$ cat src/rtl/uart_tx_word_if.sv
// Word-transmitter bus: producer-side push handshake plus the serial line and
// status outputs of uart_tx_word.
interface uart_tx_word_if #(
    parameter int NBYTES = 4
) ();
    logic [8*NBYTES-1:0] sdata;
    logic                ready;
    logic                full;
    logic                overflow;
    logic                valid;
    logic                tx_busy;
    logic                txd;

    modport master (
        output sdata,
        output ready,
        input  full,
        input  overflow,
        input  valid,
        input  tx_busy,
        input  txd
    );

    modport slave (
        input  sdata,
        input  ready,
        output full,
        output overflow,
        output valid,
        output tx_busy,
        output txd
    );
endinterface

$ cat src/rtl/uart_tx_word.sv
// Buffered multi-byte UART transmitter. Words are queued in a small FIFO and
// sent LSB byte first as back-to-back 8-bit frames with optional parity and
// one or two stop bits; the last stop bit is shortened to 9/10 of a bit.
module uart_tx_word #(
    parameter int CLK_PER_HALF_BIT = 434,
    parameter int NBYTES           = 4,
    parameter int FIFO_DEPTH       = 4,
    parameter int PARITY           = 0,
    parameter int STOP_BITS        = 1
) (
    input logic          clk,
    input logic          rst,
    uart_tx_word_if.slave bus
);

    localparam int W      = 8 * NBYTES;
    localparam int T      = 2 * CLK_PER_HALF_BIT;
    localparam int TS     = (T * 9) / 10;
    localparam int BAUD_W = $clog2(T);
    localparam int PTR_W  = $clog2(FIFO_DEPTH);
    localparam int CNT_W  = PTR_W + 1;
    localparam int BYTE_W = (NBYTES > 1) ? $clog2(NBYTES) : 1;

    localparam logic [BAUD_W-1:0] BIT_LAST  = BAUD_W'(T - 1);
    localparam logic [BAUD_W-1:0] STOP_LAST = BAUD_W'(TS - 1);
    localparam logic [BYTE_W-1:0] BYTE_LAST = BYTE_W'(NBYTES - 1);
    localparam logic [CNT_W-1:0]  CNT_FULL  = CNT_W'(FIFO_DEPTH);

    localparam logic [2:0] S_IDLE   = 3'd0;
    localparam logic [2:0] S_START  = 3'd1;
    localparam logic [2:0] S_DATA   = 3'd2;
    localparam logic [2:0] S_PARITY = 3'd3;
    localparam logic [2:0] S_STOP   = 3'd4;  // first of two stop bits, full length
    localparam logic [2:0] S_LAST   = 3'd5;  // final (shortened) stop bit

    localparam logic [2:0] S_STOP_ENTRY = (STOP_BITS == 2) ? S_STOP : S_LAST;

    // Word FIFO
    logic [W-1:0]     mem [FIFO_DEPTH];
    logic [PTR_W-1:0] wr_ptr;
    logic [PTR_W-1:0] rd_ptr;
    logic [CNT_W-1:0] count;
    logic [CNT_W-1:0] count_nx;
    logic             full_q;
    logic             overflow_q;

    // Frame sequencer
    logic [2:0]        state;
    logic [BAUD_W-1:0] baud_cnt;
    logic [2:0]        bit_cnt;
    logic [BYTE_W-1:0] byte_cnt;
    logic [W-1:0]      shift_buf;
    logic              par_acc;
    logic              txd_q;
    logic              valid_q;
    logic              busy_q;

    logic push;
    logic pop;
    logic baud_done;
    logic word_end;

    // Handshake decisions and end-of-interval detection for the current cycle
    always_comb begin
        push      = bus.ready && !full_q;
        baud_done = (state == S_LAST) ? (baud_cnt == STOP_LAST)
                                      : (baud_cnt == BIT_LAST);
        word_end  = (state == S_LAST) && baud_done && (byte_cnt == BYTE_LAST);
        pop       = (count != '0) && ((state == S_IDLE) || word_end);
        count_nx  = count + CNT_W'(push) - CNT_W'(pop);
    end

    // FIFO storage write; contents need no reset since count gates every read
    always_ff @(posedge clk) begin
        if (push) begin
            mem[wr_ptr] <= bus.sdata;
        end
    end

    // FIFO pointers, occupancy, full flag and overflow strobe
    always_ff @(posedge clk) begin
        if (rst) begin
            wr_ptr     <= '0;
            rd_ptr     <= '0;
            count      <= '0;
            full_q     <= 1'b0;
            overflow_q <= 1'b0;
        end else begin
            if (push) begin
                wr_ptr <= wr_ptr + 1'b1;
            end
            if (pop) begin
                rd_ptr <= rd_ptr + 1'b1;
            end
            count      <= count_nx;
            full_q     <= (count_nx == CNT_FULL);
            overflow_q <= bus.ready && full_q;
        end
    end

    // Frame sequencer: drives txd, steps the counters and emits the word strobe.
    // txd is registered alongside the state so each level appears on the edge
    // that enters its interval; parity accumulates as bits are sent.
    always_ff @(posedge clk) begin
        if (rst) begin
            state     <= S_IDLE;
            baud_cnt  <= '0;
            bit_cnt   <= '0;
            byte_cnt  <= '0;
            shift_buf <= '0;
            par_acc   <= 1'b0;
            txd_q     <= 1'b1;
            valid_q   <= 1'b0;
            busy_q    <= 1'b0;
        end else begin
            valid_q <= 1'b0;
            case (state)
                S_IDLE: begin
                    baud_cnt <= '0;
                    txd_q    <= 1'b1;
                    if (pop) begin
                        state     <= S_START;
                        shift_buf <= mem[rd_ptr];
                        txd_q     <= 1'b0;
                        busy_q    <= 1'b1;
                    end
                end

                S_START: begin
                    if (baud_done) begin
                        state    <= S_DATA;
                        baud_cnt <= '0;
                        bit_cnt  <= '0;
                        txd_q    <= shift_buf[0];
                        par_acc  <= shift_buf[0];
                    end else begin
                        baud_cnt <= baud_cnt + 1'b1;
                    end
                end

                S_DATA: begin
                    if (baud_done) begin
                        baud_cnt  <= '0;
                        shift_buf <= {1'b0, shift_buf[W-1:1]};
                        if (bit_cnt == 3'd7) begin
                            bit_cnt <= '0;
                            if (PARITY != 0) begin
                                state <= S_PARITY;
                                txd_q <= (PARITY == 2) ? ~par_acc : par_acc;
                            end else begin
                                state <= S_STOP_ENTRY;
                                txd_q <= 1'b1;
                            end
                        end else begin
                            bit_cnt <= bit_cnt + 1'b1;
                            txd_q   <= shift_buf[1];
                            par_acc <= par_acc ^ shift_buf[1];
                        end
                    end else begin
                        baud_cnt <= baud_cnt + 1'b1;
                    end
                end

                S_PARITY: begin
                    if (baud_done) begin
                        state    <= S_STOP_ENTRY;
                        baud_cnt <= '0;
                        txd_q    <= 1'b1;
                    end else begin
                        baud_cnt <= baud_cnt + 1'b1;
                    end
                end

                S_STOP: begin
                    if (baud_done) begin
                        state    <= S_LAST;
                        baud_cnt <= '0;
                    end else begin
                        baud_cnt <= baud_cnt + 1'b1;
                    end
                end

                S_LAST: begin
                    if (baud_done) begin
                        baud_cnt <= '0;
                        if (byte_cnt == BYTE_LAST) begin
                            byte_cnt <= '0;
                            valid_q  <= 1'b1;
                            if (pop) begin
                                state     <= S_START;
                                shift_buf <= mem[rd_ptr];
                                txd_q     <= 1'b0;
                            end else begin
                                state  <= S_IDLE;
                                busy_q <= 1'b0;
                            end
                        end else begin
                            byte_cnt <= byte_cnt + 1'b1;
                            state    <= S_START;
                            txd_q    <= 1'b0;
                        end
                    end else begin
                        baud_cnt <= baud_cnt + 1'b1;
                    end
                end

                default: begin
                    state    <= S_IDLE;
                    baud_cnt <= '0;
                    txd_q    <= 1'b1;
                end
            endcase
        end
    end

    assign bus.full     = full_q;
    assign bus.overflow = overflow_q;
    assign bus.valid    = valid_q;
    assign bus.tx_busy  = busy_q;
    assign bus.txd      = txd_q;

endmodule

$ cat src/flat_wrapper.sv
// flat-port wrapper written by rule: the top's interface ports become plain ports
module uart_tx_word_flat 
#(
    parameter int CLK_PER_HALF_BIT = 434,
    parameter int NBYTES           = 4,
    parameter int FIFO_DEPTH       = 4,
    parameter int PARITY           = 0,
    parameter int STOP_BITS        = 1
)
  (clk, rst, bus_sdata, bus_ready, bus_full, bus_overflow, bus_valid, bus_tx_busy, bus_txd);
  uart_tx_word_if #(.NBYTES(NBYTES)) bus_i ();
  input logic clk;
  input logic rst;
  input wire logic [$bits(bus_i.sdata)-1:0] bus_sdata;
  input wire logic [$bits(bus_i.ready)-1:0] bus_ready;
  output wire logic [$bits(bus_i.full)-1:0] bus_full;
  output wire logic [$bits(bus_i.overflow)-1:0] bus_overflow;
  output wire logic [$bits(bus_i.valid)-1:0] bus_valid;
  output wire logic [$bits(bus_i.tx_busy)-1:0] bus_tx_busy;
  output wire logic [$bits(bus_i.txd)-1:0] bus_txd;
  assign bus_i.sdata = bus_sdata;
  assign bus_i.ready = bus_ready;
  assign bus_full = bus_i.full;
  assign bus_overflow = bus_i.overflow;
  assign bus_valid = bus_i.valid;
  assign bus_tx_busy = bus_i.tx_busy;
  assign bus_txd = bus_i.txd;
  uart_tx_word #(.CLK_PER_HALF_BIT(CLK_PER_HALF_BIT), .NBYTES(NBYTES), .FIFO_DEPTH(FIFO_DEPTH), .PARITY(PARITY), .STOP_BITS(STOP_BITS)) u_core (.clk(clk), .rst(rst), .bus(bus_i));
endmodule
$ cat config.mk
export PLATFORM = sky130hd
export DESIGN_NAME = uart_tx_word_flat
export DESIGN_NICKNAME = d
export VERILOG_FILES = /design/src/rtl/uart_tx_word_if.sv /design/src/rtl/uart_tx_word.sv /design/src/flat_wrapper.sv
export SDC_FILE = /design/constraint.sdc
export NUM_CORES = 1
export LEC_CHECK = 0
export ABC_AREA = 1
export ABC_CLOCK_PERIOD_IN_PS = 3700
export CORE_MARGIN = 3
export CORE_UTILIZATION = 62
export CTS_BUF_LIST = sky130_fd_sc_hd__clkbuf_4 sky130_fd_sc_hd__clkbuf_8
export DETAILED_ROUTE_END_ITERATION = 8
export HOLD_SLACK_MARGIN = 0.12
export PLACE_DENSITY = 0.82
export SYNTH_ARGS = -nofsm -noshare
export SYNTH_HDL_FRONTEND = slang
export SYNTH_SLANG_ARGS = --single-unit
$ cat constraint.sdc
create_clock -name clk -period 3.7 [get_ports clk]
set_clock_uncertainty 0.1 [all_clocks]
set_input_delay 0.74 -clock clk [delete_from_list [all_inputs] [get_ports clk]]
set_output_delay 0.74 -clock clk [all_outputs]
set_load 0.02 [all_outputs]
==> key figures <==
Finish
  – Most common cell after layout, fill and taps aside: nand2_1
  – Nets: 811
  – Fin cells: 945
  – Proportion of layout cells with a drive suffix above 1: 8.62%
  – Ant diodes: 0
  – Most frequent cells in the layout: nand2_1, edfxtp_1, a21oi_1
  – Synth-to-Final Area Change: 11.3%

CTS
  – TritonCTS Buffers: 17
  – Clock root cell: clkbuf_8
  – CTS clock-pin slew for the worst setup and hold paths: 0.08 ns
  – Clock tree buffer depth: 2
  – CTS tree: yes
  – CTS Sinks: 192
  – Worst-Skew Late Latency: 0.46 ns
  – Post-CTS Setup Inserts: 0
  – Post-CTS Hold Buffers: 0
  – H-Tree Depth: 4
  – Post_cts resized: 0

Timing
  – Endpoints failing setup: 0
  – Fin. Hold Viols: 0
  – Tcrit/Tclk final: 73.0%
  – RSZ-0062 raised after global routing: false
  – Relative slew slack: 28.2%
  – Worst-Margin Slew: 1.07 ns
  – Fin Setup TNS: 0 ns
  – Maximum clock rate: 370 MHz
  – Slew Limit Fails: 0
  – Final min period: 2.70 ns

Global routing
  – First-pass GRT wire length: 25.6 mm
  – Antenna violations before repair: 0
  – Number of global-route vias before repair: 5468
  – Gr ovfl total: 0
  – Largest net degree at the start of global routing: 65
  – GRT Overall Usage: 22.7%

Floorplanning
  – Die ar.: 0.0141 sq mm
  – Io pins: 40
  – CORE AREA: 0.0122 sq mm
  – Die W: 119 um
  – Die Y: 119 um
  – # rows: 40
  – Initial Util: 64.5%

Run
  – Max-capacitance violation count: 0

Worst setup path
  – CP Launch Type: flop
  – CP arrival: 2.98 ns
  – CP Cell Sequence: nand3_4 > nand3_1 > nand2_2 > nand4_2 > nand2_2 > nand2_4 > inv_2 > ha_1 > inv_1 > ha_1 > fa_1 > xor2_1 > nand2_1 > nor3_1
  – CP Data Required Time: 3.97 ns
  – WS Path Type: reg -> reg
  – CP Buf/Inv Count: 2
  – CP delay by family, top: adder cells
  – Maximum fanout along the worst path: 7
  – CP max-delay cell: dfxtp_1
  – Crit end category: flop
  – CP peak stage delay: 0.50 ns

Place
  – GP Congestion: 0.897
  – Detailed Place HPWL: 8.88 mm
  – Placed cells: 914
  – PortBufs: 39

Detailed routing
  – DR iter-0 viols: 422
  – DRC Markers: 0
  – Routed Antenna Nets: 0
  – Vias per cell: 5.66
  – Routed wire length: 15.1 mm
  – Routed via count: 5352
  – First drt pass iteration count: 5
  – WL per Instance: 16.0 um

Yosys
  – Sequential share of the synthesized area: 65.1%
  – Synth warn: 0
  – Synth area leaders: edfxtp_1, dfxtp_1, nand2_1
  – Synthesis-stage register bit count: 192
  – Syn avg cell area: 10.7 sq um
  – Gate Count Post-Synth: 739
  – Syn Nets: 785
  – Yosys cell types: 39
  – Mapped cell area: 0.00788 sq mm
  – Post-synth top area share: 48.8%
  – Largest area contributor in the synthesized netlist: edfxtp_1

Pwr
  – Power Density: 694 mW/mm^2
  – Lkg Pwr: 3.09 nW
  – VDD IR max: 433 uV

Hold path
  – Hold WC Path Type: reg -> reg

Run status
  – Outcome: complete, no violations
==> flip-flops by register name, indices dropped and copies added, names as in the netlist, 2 cells and up, named ones only <==
register / count
u_core.baud_cnt: 10
u_core.bit_cnt: 3
u_core.byte_cnt: 2
u_core.count: 3
u_core.mem: 128
u_core.rd_ptr: 2
u_core.shift_buf: 32
u_core.state: 3
u_core.wr_ptr: 2
==> power breakdown <==
part | total [mW] | switching, mW | internal (mW)
clock | 1.32 | 0.659 | 0.665
sequential | 2.78 | 0.165 | 2.61
combinational | 1.98 | 1.29 | 0.694
==> worst reg2reg max path, cell delays in order, from the launching register on <==
cell and delay (ns):
dfxtp_1 0.50, nand3_4 0.16, nand3_1 0.12, nand2_2 0.09, nand4_2 0.11, nand2_2 0.07, nand2_4 0.09, inv_2 0.05
ha_1 0.28, inv_1 0.05, ha_1 0.21, fa_1 0.41, xor2_1 0.16, nand2_1 0.08, nor3_1 0.15
==> Yosys cell counts, drive strengths merged <==
cell / number
o22ai: 1
nand3: 37
or2: 1
buf: 18
nand4: 4
fa: 1
o211ai: 2
clkbuf: 22
dfxtp: 64
a31oi: 1
xor2: 3
xnor2: 2
nor3b: 3
o21ai: 48
o221a: 1
ha: 10
nor3: 8
a32o: 31
nand3b: 1
nand2: 192
edfxtp: 128
nor2: 39
inv: 41
a21oi: 79
clkinv: 1
a211oi: 1
==> final timing paths <==
path	startpoint	end	slack (ns)	depth (start not counted)
worst max-delay path	u_core.state[2]	u_core.bus.full	1.0	14
worst min-delay path	u_core.bus.full	u_core.bus.overflow	0.36	2
worst max register to register	u_core.state[2]	u_core.bus.full	1.0	14
worst min register to register	u_core.bus.full	u_core.bus.overflow	0.36	2
==> stage by stage <==
step / total power, mW / utilization, % / setup slack [ns] / hold WS (ns) / cell area, sq um
global route: 6.48 / 71.8 / 0.737 / 0.387 / 8760
floorplan: 4.33 / - / 0.822 / 0.337 / 7880
global placement: 4.68 / 68.6 / 1.09 / 0.347 / 8380
detailed placement: 4.78 / 68.6 / 0.999 / 0.350 / 8380
CTS: 6.11 / 71.8 / 0.969 / 0.363 / 8760
finish: 6.08 / 71.8 / 0.999 / 0.358 / 8760
==> kinds of logic (layout without fill, tap and decap cells) <==
kind of cell	Yosys count	after routing	share of synthesized area [%]
XOR/XNOR	5	5	0.556
flip-flops	192	192	65.1
AND/OR/NAND/NOR	285	285	15.5
buffers and inverters	82	120	4.26
adder cells (fa/ha/maj)	11	11	1.84
AO/OA/AOI/OAI	164	164	12.7
==> cell type report <==
class,instances,area (sq um)
sequential,192,5130
tap,168,210
fill,884,3450
timing repair buffer,47,450
clock inverter,7,88.8
inverter,42,160
multi-input combinational,465,2430
clock buffer,24,299
==> layer usage <==
metal / global-route usage [%] / up-vias / routed length (um)
met3: 4.21 / 17 / 734
met1: 28.7 / 2560 / 6430
met5: 0 / - / 0
met4: 8.69 / 0 / 210
met2: 38.9 / 141 / 7720
li1: - / 2634 / -
Power figures use the tool's default switching activity.
